<file path="config.mk">
export PLATFORM = sky130hd
export DESIGN_NAME = cmul_ctrl_flat
export DESIGN_NICKNAME = d
export VERILOG_FILES = /design/src/rtl/cmul_ctrl_if.sv /design/src/rtl/cmul_ctrl.sv /design/src/flat_wrapper.sv
export SDC_FILE = /design/constraint.sdc
export NUM_CORES = 1
export LEC_CHECK = 0
export CORE_MARGIN = 3
export CORE_UTILIZATION = 45
export CTS_CLUSTER_SIZE = 40
export DETAILED_ROUTE_END_ITERATION = 8
export HOLD_SLACK_MARGIN = 0.08
export PLACE_DENSITY = 0.77
export SLEW_MARGIN = 20
export SYNTH_ARGS = -nofsm -noshare
export SYNTH_HDL_FRONTEND = slang
export SYNTH_SLANG_ARGS = --single-unit
</file>
<file path="constraint.sdc">
create_clock -name clk -period 3 [get_ports clk]
set_input_delay 0.9 -clock clk [delete_from_list [all_inputs] [get_ports clk]]
set_output_delay 0.9 -clock clk [all_outputs]
set_load 0.02 [all_outputs]
</file>
<file path="src/rtl/cmul_ctrl_if.sv">
// cmul_ctrl_if: upstream accept and downstream result handshakes
// for the complex-multiplier controller.
interface cmul_ctrl_if;
  logic in_valid;
  logic in_ready;
  logic conj_b;
  logic out_valid;
  logic out_ready;

  modport master (
    output in_valid,
    output conj_b,
    output out_ready,
    input  in_ready,
    input  out_valid
  );

  modport slave (
    input  in_valid,
    input  conj_b,
    input  out_ready,
    output in_ready,
    output out_valid
  );
endinterface

</file>
<file path="src/rtl/cmul_ctrl.sv">
// cmul_ctrl: steps datapath_mul through a 5-step complex multiply.
// Control outputs are Moore decodes of the state and conj flag.
module cmul_ctrl #(
  parameter int CNT_W     = 16,
  parameter int ALLOW_B2B = 1
) (
  input  logic             clk,
  input  logic             reset,
  cmul_ctrl_if.slave       hs,
  output logic             a_sel,
  output logic             b_sel,
  output logic             pp1_ce,
  output logic             pp2_ce,
  output logic             sub,
  output logic             p_r_ce,
  output logic             p_i_ce,
  output logic             busy,
  output logic [CNT_W-1:0] op_count
);

  typedef enum logic [2:0] {
    IDLE   = 3'd0,
    MUL_RR = 3'd1,
    MUL_II = 3'd2,
    MUL_X1 = 3'd3,
    MUL_X2 = 3'd4,
    SUM_I  = 3'd5,
    DONE   = 3'd6
  } state_t;

  state_t           state_q, state_d;
  logic             cf_q, cf_d;
  logic [CNT_W-1:0] cnt_q, cnt_d;
  logic             in_rdy;
  logic             accept;

  assign in_rdy = (state_q == IDLE) ||
                  ((ALLOW_B2B != 0) &&
                   (state_q == DONE) &&
                   hs.out_ready);
  assign accept       = hs.in_valid && in_rdy;
  assign hs.in_ready  = in_rdy;
  assign hs.out_valid = (state_q == DONE);
  assign busy         = (state_q != IDLE) &&
                        (state_q != DONE);
  assign op_count     = cnt_q;

  // state, conj flag and counter registers
  always_ff @(posedge clk) begin
    if (reset) begin
      state_q <= IDLE;
      cf_q    <= 1'b0;
      cnt_q   <= '0;
    end else begin
      state_q <= state_d;
      cf_q    <= cf_d;
      cnt_q   <= cnt_d;
    end
  end

  // schedule sequencing, result consume and accept
  always_comb begin
    state_d = state_q;
    cf_d    = cf_q;
    cnt_d   = cnt_q;
    case (state_q)
      IDLE:   if (accept) state_d = MUL_RR;
      MUL_RR: state_d = MUL_II;
      MUL_II: state_d = MUL_X1;
      MUL_X1: state_d = MUL_X2;
      MUL_X2: state_d = SUM_I;
      SUM_I:  state_d = DONE;
      DONE: begin
        if (hs.out_ready) begin
          cnt_d   = cnt_q + CNT_W'(1);
          state_d = accept ? MUL_RR : IDLE;
        end
      end
      default: state_d = IDLE;
    endcase
    if (accept) cf_d = hs.conj_b;
  end

  // datapath control decode; cf swaps the cross terms and sign
  always_comb begin
    a_sel  = 1'b0;
    b_sel  = 1'b0;
    pp1_ce = 1'b0;
    pp2_ce = 1'b0;
    sub    = 1'b0;
    p_r_ce = 1'b0;
    p_i_ce = 1'b0;
    case (state_q)
      MUL_RR: pp1_ce = 1'b1;
      MUL_II: begin
        a_sel  = 1'b1;
        b_sel  = 1'b1;
        pp2_ce = 1'b1;
      end
      MUL_X1: begin
        a_sel  = cf_q;
        b_sel  = !cf_q;
        pp1_ce = 1'b1;
        sub    = !cf_q;
        p_r_ce = 1'b1;
      end
      MUL_X2: begin
        a_sel  = !cf_q;
        b_sel  = cf_q;
        pp2_ce = 1'b1;
      end
      SUM_I: begin
        sub    = cf_q;
        p_i_ce = 1'b1;
      end
      default: ;
    endcase
  end

endmodule

</file>
<file path="src/flat_wrapper.sv">
// flat-port wrapper written by rule: the top's interface ports become plain ports
module cmul_ctrl_flat 
#(
  parameter int CNT_W     = 16,
  parameter int ALLOW_B2B = 1
)
  (clk, reset, a_sel, b_sel, pp1_ce, pp2_ce, sub, p_r_ce, p_i_ce, busy, op_count, hs_in_valid, hs_conj_b, hs_out_ready, hs_in_ready, hs_out_valid);
  cmul_ctrl_if hs_i ();
  input  logic clk;
  input  logic reset;
  output logic a_sel;
  output logic b_sel;
  output logic pp1_ce;
  output logic pp2_ce;
  output logic sub;
  output logic p_r_ce;
  output logic p_i_ce;
  output logic busy;
  output logic [CNT_W-1:0] op_count;
  input wire logic [$bits(hs_i.in_valid)-1:0] hs_in_valid;
  input wire logic [$bits(hs_i.conj_b)-1:0] hs_conj_b;
  input wire logic [$bits(hs_i.out_ready)-1:0] hs_out_ready;
  output wire logic [$bits(hs_i.in_ready)-1:0] hs_in_ready;
  output wire logic [$bits(hs_i.out_valid)-1:0] hs_out_valid;
  assign hs_i.in_valid = hs_in_valid;
  assign hs_i.conj_b = hs_conj_b;
  assign hs_i.out_ready = hs_out_ready;
  assign hs_in_ready = hs_i.in_ready;
  assign hs_out_valid = hs_i.out_valid;
  cmul_ctrl #(.CNT_W(CNT_W), .ALLOW_B2B(ALLOW_B2B)) u_core (.clk(clk), .reset(reset), .hs(hs_i), .a_sel(a_sel), .b_sel(b_sel), .pp1_ce(pp1_ce), .pp2_ce(pp2_ce), .sub(sub), .p_r_ce(p_r_ce), .p_i_ce(p_i_ce), .busy(busy), .op_count(op_count));
endmodule
</file>
==> reports/qor.txt, run 1 <==
Share of flip-flops with an asynchronous set or reset: 0%
CP startpoint kind: primary input
# setup viols final: 0
Hold Path Origin: u_core.op_count[15]$_SDFFE_PP0P_
Final worst path period share: 97.6%
Max_cap viols: 0
Die width: 53.4 µm
Antenna-violating nets left: 0
DR WL/cell: 12.5 µm
Worst-path fanout max: 2
Global-route wire length before repair: 3840 µm
Crit path DAT: 2.03 ns
Synthesis-to-layout area growth: 36.3%
Nets@finish: 159
Placer Congestion: 0.778
Iter 0 DRT Violations: 10
Yosys reg bits: 20
R2R Path Start: u_core.state_q[0]$_SDFFE_PP0P_
Initial Util: 49.6%
Maximum number of pins on one net before global-route repair: 21
Worst VDD drop: 0.327 mV
CP Capture Type: output port
Drt total wl: 2240 µm
Number of I/O pins: 31
Post-synth net total: 128
Total track usage: 18.5%
Bufs on Longest Clock Path: 2
Layout cells sized above 1: 8.55%
Die Ht: 53.4 µm
Fin. Hold Viols: 0
Hold_buf cts: 0
Hold Crit Class: flop to flop
R2R depth: 4
Clock sinks: 20
Core ar.: 2040 µm²
Cell mode on critical path: nor2_1
Router iterations before antenna repair: 4
Initial antenna violation count: 0
Clock Latency Late Sink: 0.31 ns
H-tree depth: 1
Critical path, cell by cell: clkdlybuf4s50_1 > and3_1 > nor2_1 > nor2_1 > dlygate4sd2_1
Grt total ovfl: 0
Post-synthesis instance total: 122
Port Buffers: 30
Pwr Density: 370 nW/µm²
CP peak stage delay: 0.47 ns
Row count: 16
CTS Buf Count: 3
Synthesized cell area: 1010 µm²
Top_reg_cell synth: dfxtp_1
Post-synthesis sequential area ratio: 39.6%
Avg Inst Size Synth: 8.30 µm²
Status: finished, final reports clean
Post-CTS Setup Inserts: 0
Final Max Tran Viols: 0
DRC: 0
Post-synth cell types: 29
Placed Cells: 175
Full die area: 2850 µm²
Hold Crit Depth: 2
Finished Cell Area: 1380 µm²
Data required, critical path: 2.10 ns
Setup Skew: 0.00237 ns
Max Clock Freq: 341 MHz
DR vias/cell: 5.19
Worst-Margin Slew: 0.670 ns
Vias in the first global route: 877
Ys Warns: 0
CP max stage cell: clkdlybuf4s50_1
Non-Filler Instances: 179
DP Worst Slack: -0.203 ns
Placement Cell Area: 1330 µm²
Detail Placement HPWL: 1640 µm
Vias: 929
Worst setup margin: 0.0705 ns
Normalized max-slew margin: 55.2%
Hold Path End: u_core.op_count[15]$_SDFFE_PP0P_
Tmin final: 2.93 ns
Reg clk slew, reported paths: 0.11 ns
Antenna diodes: 0
CTS tree: done
R2R setup slack: 1.14 ns
Crit path kind: primary input to output port
Post-synth EDFFs: 0
Leak pwr: 0.503 nW
Reg2reg end: u_core.op_count[15]$_SDFFE_PP0P_
Clock root cell: clkbuf_4
-- power breakdown --
group	internal, mW	switching [mW]	leakage (nW)	total (mW)
logic	0.0361	0.0377	0.320	0.0738
clock network	0.0742	0.0829	0.0210	0.157
registers	0.270	0.00972	0.162	0.279
total	0.380	0.130	0.503	0.510
-- critical path: cells and delay by family --
kind,cells,cell delay [ns]
buf+inv,2,0.82
simple gates,3,0.31
-- layer usage --
layer	wire (µm)	part of all wire [%]	GRT usage [%]
met3	100	4.5	5.92
met4	22	0.98	5.11
met1	990	44	21.9
met5	0	0	0
met2	1130	50	31.4
-- how the worst max path moves through the flow --
| stage | end | startpoint | cells past startpoint |
|---|---|---|---|
| after floorplan | hs_in_ready | hs_out_ready | 3 |
| after global placement | hs_in_ready | hs_out_ready | 5 |
| after detailed placement | hs_in_ready | hs_out_ready | 5 |
| after CTS | sub | u_core.state_q[1]$_SDFFE_PP0P_ | 4 |
| after global routing | hs_in_ready | hs_out_ready | 5 |
| final | hs_in_ready | hs_out_ready | 5 |
-- cell usage in the layout, fill, tap and decap left out, drive strengths merged, types with 4 or more instances in the layout --
cell,n
inv,4
nor2,20
nand4,4
clkdlybuf4s50,29
nand3,5
nor2b,5
o21ai,4
clkbuf,4
xor2,7
nand2,6
dfxtp,20
and3,5
a21oi,11
-- registers in the layout, indices dropped and copies added (netlist names) --
signal           count
u_core.state_q       3
u_core.op_count     16
u_core.cf_q          1
-- what timing repair did --
item                       4_1_cts  5_1_grt
setup endpoints to repair        3        6
pin swaps                        0        0
cloned                           0        0
gates resized for setup          2        4
hold endpoints to repair         0        0
-- logic make-up (layout without fill, tap and decap cells) --
family | count (synthesis) | after routing | share of synthesized area (%)
adders and majority gates | 1 | 1 | 1.24
muxes | 3 | 3 | 2.97
and+or+nand+nor | 58 | 58 | 31.6
DFF | 20 | 20 | 39.6
buffers and inverters | 10 | 40 | 4.70
AOI/OAI and AO/OA | 20 | 20 | 11.2
xor gates and xnor gates | 10 | 10 | 8.65
-- layout make-up --
class | count | area [µm²]
fillers | 180 | 662
multi-input cells | 92 | 579
flip-flops and latches | 20 | 402
repair buffers | 32 | 314
clock buffers | 4 | 36.3
well taps | 27 | 33.8
inverters | 4 | 15.0
-- metrics by stage --
stage | hold WS [ns] | total power, mW | utilization (%) | TNS, ns
global placement | 0.459 | 0.356 | 65.1 | -0.161
floorplan | 0.510 | 0.324 | - | 0
detailed placement | 0.496 | 0.358 | 65.1 | -0.203
global route | 0.536 | 0.537 | 67.6 | -0.0120
CTS | 0.511 | 0.512 | 66.9 | 0
finish | 0.508 | 0.510 | 67.6 | 0
-- synthesized netlist by cell type, drive strengths merged, types with 2 or more instances --
library cell,instances,area [µm²]
nor2b,5,31.3
xnor2,3,26.3
buf,3,21.3
or4,3,22.5
nor2,20,75.1
nand2,6,25.0
dfxtp,20,400
clkbuf,3,11.3
o21ai,4,20.0
and2,3,18.8
inv,4,15.0
nand4,4,25.0
and3,5,33.8
xor2,7,61.3
a21oi,11,55.1
mux2i,3,30.0
and4,2,17.5
or3,3,18.8
o31ai,3,22.5
nand3,5,37.5
(Power assumes the default switching activity.)
==> run 2, diff against run 1 <==
- REMOVE_ABC_BUFFERS: unset -> 1
==> run 2 against run 1 <==
  * Register-to-register slack improved by 0.16 ns
  * Fmax rose by 1.1%
  * Die area did not move
  * Final area fell by 0.45%
  * Count of clock-buffer cells in the layout did not move
  * First-iteration DRC count rose by 100%
  * Power fell by 0.37%
  * Global-route usage fell by 1.2 points
  * Core utilization fell by 0.31 points
  * Setup slack improved by 0.030 ns
  * Critical path depth did not move
  * Sequential cell count did not move
  * Highest routed layer unchanged
==> reports/qor.txt, run 2 (same netlist as run 1, synthesis figures left out) <==
Grt total ovfl: 0 (unchanged)
Fin. Hold Viols: 0 (unchanged)
Placer Congestion: 0.742 (-4.5%)
Antenna diodes: 0 (unchanged)
Leak pwr: 0.501 nW (-0.38%)
Initial Util: 49.6% (unchanged)
CP max stage cell: clkdlybuf4s50_1
CTS Buf Count: 3 (unchanged)
Max Clock Freq: 345 MHz (+1.1%)
H-tree depth: 1 (unchanged)
Clock Latency Late Sink: 0.30 ns (about the same)
CP Capture Type: output port
Row count: 16 (unchanged)
Port Buffers: 30 (unchanged)
Post-layout util: 67.3% (-0.31 points)
Die Ht: 53.4 µm (unchanged)
Buffers and inverters on the worst path: 2 (unchanged)
Setup TNS: 0 ns (unchanged)
CP startpoint kind: primary input
Worst-Margin Slew: 0.707 ns (+0.0372 ns)
Drt total wl: 2230 µm (-0.62%)
Non-Filler Instances: 179 (unchanged)
Final worst path period share: 96.6% (-1.0 points)
Crit path kind: primary input to output port
Vias: 954 (+2.7%)
Setup Skew: 0.00264 ns (+0.000270 ns)
Clock sinks: 20 (unchanged)
DR WL/cell: 12.4 µm (-0.62%)
Router iterations before antenna repair: 4 (unchanged)
Critical path, cell by cell: clkdlybuf4s50_1 > and3_1 > nor2_1 > nor2_1 > dlygate4sd2_1
Number of I/O pins: 31 (unchanged)
Core ar.: 2040 µm² (unchanged)
Maximum number of pins on one net before global-route repair: 21 (unchanged)
Crit path DAT: 2.00 ns (-0.03 ns)
Post-CTS Setup Inserts: 0 (unchanged)
Status: finished, final reports clean
Placement Cell Area: 1330 µm² (unchanged)
Final Max Tran Viols: 0 (unchanged)
Pwr Density: 370 nW/µm² (about the same)
Initial antenna violation count: 0 (unchanged)
Global-route wire length before repair: 3650 µm (-4.8%)
# setup viols final: 0 (unchanged)
Synthesis-to-layout area growth: 35.7%
Vias in the first global route: 888 (+1.3%)
Hold_buf cts: 0 (unchanged)
Max FFs per register: 16 (unchanged)
Max_cap viols: 0 (unchanged)
Data required, critical path: 2.10 ns (about the same)
Commonest non-fill, non-tap cells in the layout: clkdlybuf4s50_1 (29), nor2_1 (20), dfxtp_1 (20), a21oi_1 (11), xor2_1 (7)
Die width: 53.4 µm (unchanged)
Setup repair after global routing missed its margin: false
Total track usage: 17.2% (-1.2 points)
Nets@finish: 159 (unchanged)
DRC: 0 (unchanged)
Worst VDD drop: 0.285 mV (-13%)
Cell mode on critical path: nor2_1
Hold Crit Class: flop to flop
Iter 0 DRT Violations: 20 (+10)
Finished Cell Area: 1370 µm² (-0.45%)
Worst-path fanout max: 2 (unchanged)
Reg clk slew, reported paths: 0.11 ns (about the same)
Detail Placement HPWL: 1570 µm (-4.1%)
CP peak stage delay: 0.48 ns (about the same)
Clock root cell: clkbuf_4
Layout cells sized above 1: 7.89% (-0.66 points)
DR vias/cell: 5.33 (+2.7%)
Tmin final: 2.90 ns (-0.0305 ns)
Normalized max-slew margin: 52.7% (-2.5 points)
Most common cell after layout, fill and taps aside: clkdlybuf4s50_1
Placed Cells: 175 (unchanged)
Critical path's top delay family: buffers and inverters
Full die area: 2850 µm² (unchanged)
Bufs on Longest Clock Path: 2 (unchanged)
CTS tree: done
Antenna-violating nets left: 0 (unchanged)
run 2: cell counts in the layout (fill, tap and decap cells not counted):
Identical to the previous run, type by type.
run 2: cell type report:
class / count / area, µm²
fill: 180 / 668
clock buffer: 4 / 36.3
inverter: 4 / 15.0
tap: 27 / 33.8
multi-input combinational: 92 / 574
sequential: 20 / 400
timing repair buffer: 32 / 314
run 2: final timing paths:
check | slack (ns) | startpoint | to | depth (start not counted)
max reg2reg | 1.30 | u_core.op_count[3]$_SDFFE_PP0P_ | u_core.op_count[15]$_SDFFE_PP0P_ | 4
max | 0.10 | hs_out_ready | hs_in_ready | 5
min | 0.48 | u_core.op_count[15]$_SDFFE_PP0P_ | u_core.op_count[15]$_SDFFE_PP0P_ | 2
min reg2reg | 0.48 | u_core.op_count[15]$_SDFFE_PP0P_ | u_core.op_count[15]$_SDFFE_PP0P_ | 2
run 2: metal layers:
layer  wire length, µm  GRT usage, %  part of all wire [%]  up-vias
met5                 0             0                     0        -
met4                10          5.11                  0.45        0
met3               122          5.92                   5.5        2
met2              1010          27.1                    45       31
met1              1090          21.9                    49      433
li1                  -             -                     -      488
run 2: metrics by stage:
step	hold WS, ns	worst slack [ns]	power (mW)
2_1_floorplan	0.510	0.723	0.320
5_1_grt	0.525	0.00922	0.531
3_3_place_gp	0.459	-0.159	0.356
4_1_cts	0.489	0.0207	0.511
6_report	0.482	0.101	0.508
3_5_place_dp	0.473	-0.185	0.358
run 2: tightest hold or removal path, delay by kind of cell (launching register included):
| kind | cells | cell delay (ns) |
|---|---|---|
| flip-flops | 1 | 0.33 |
| AO/OA/AOI/OAI | 2 | 0.11 |
run 2: repair_timing:
action | 4_1_cts | 5_1_grt
gates resized for setup | 1 | 3
gates cloned | 0 | 0
endpoints found under the setup margin | 1 | 5
hold endpoints to repair | 0 | 0
run 2: where the power goes:
group,total (mW),switching [mW],leakage [nW],internal [mW]
clock network,0.157,0.0825,0.0210,0.0740
registers,0.279,0.00982,0.162,0.270
logic,0.0725,0.0373,0.319,0.0352
total,0.508,0.130,0.501,0.379
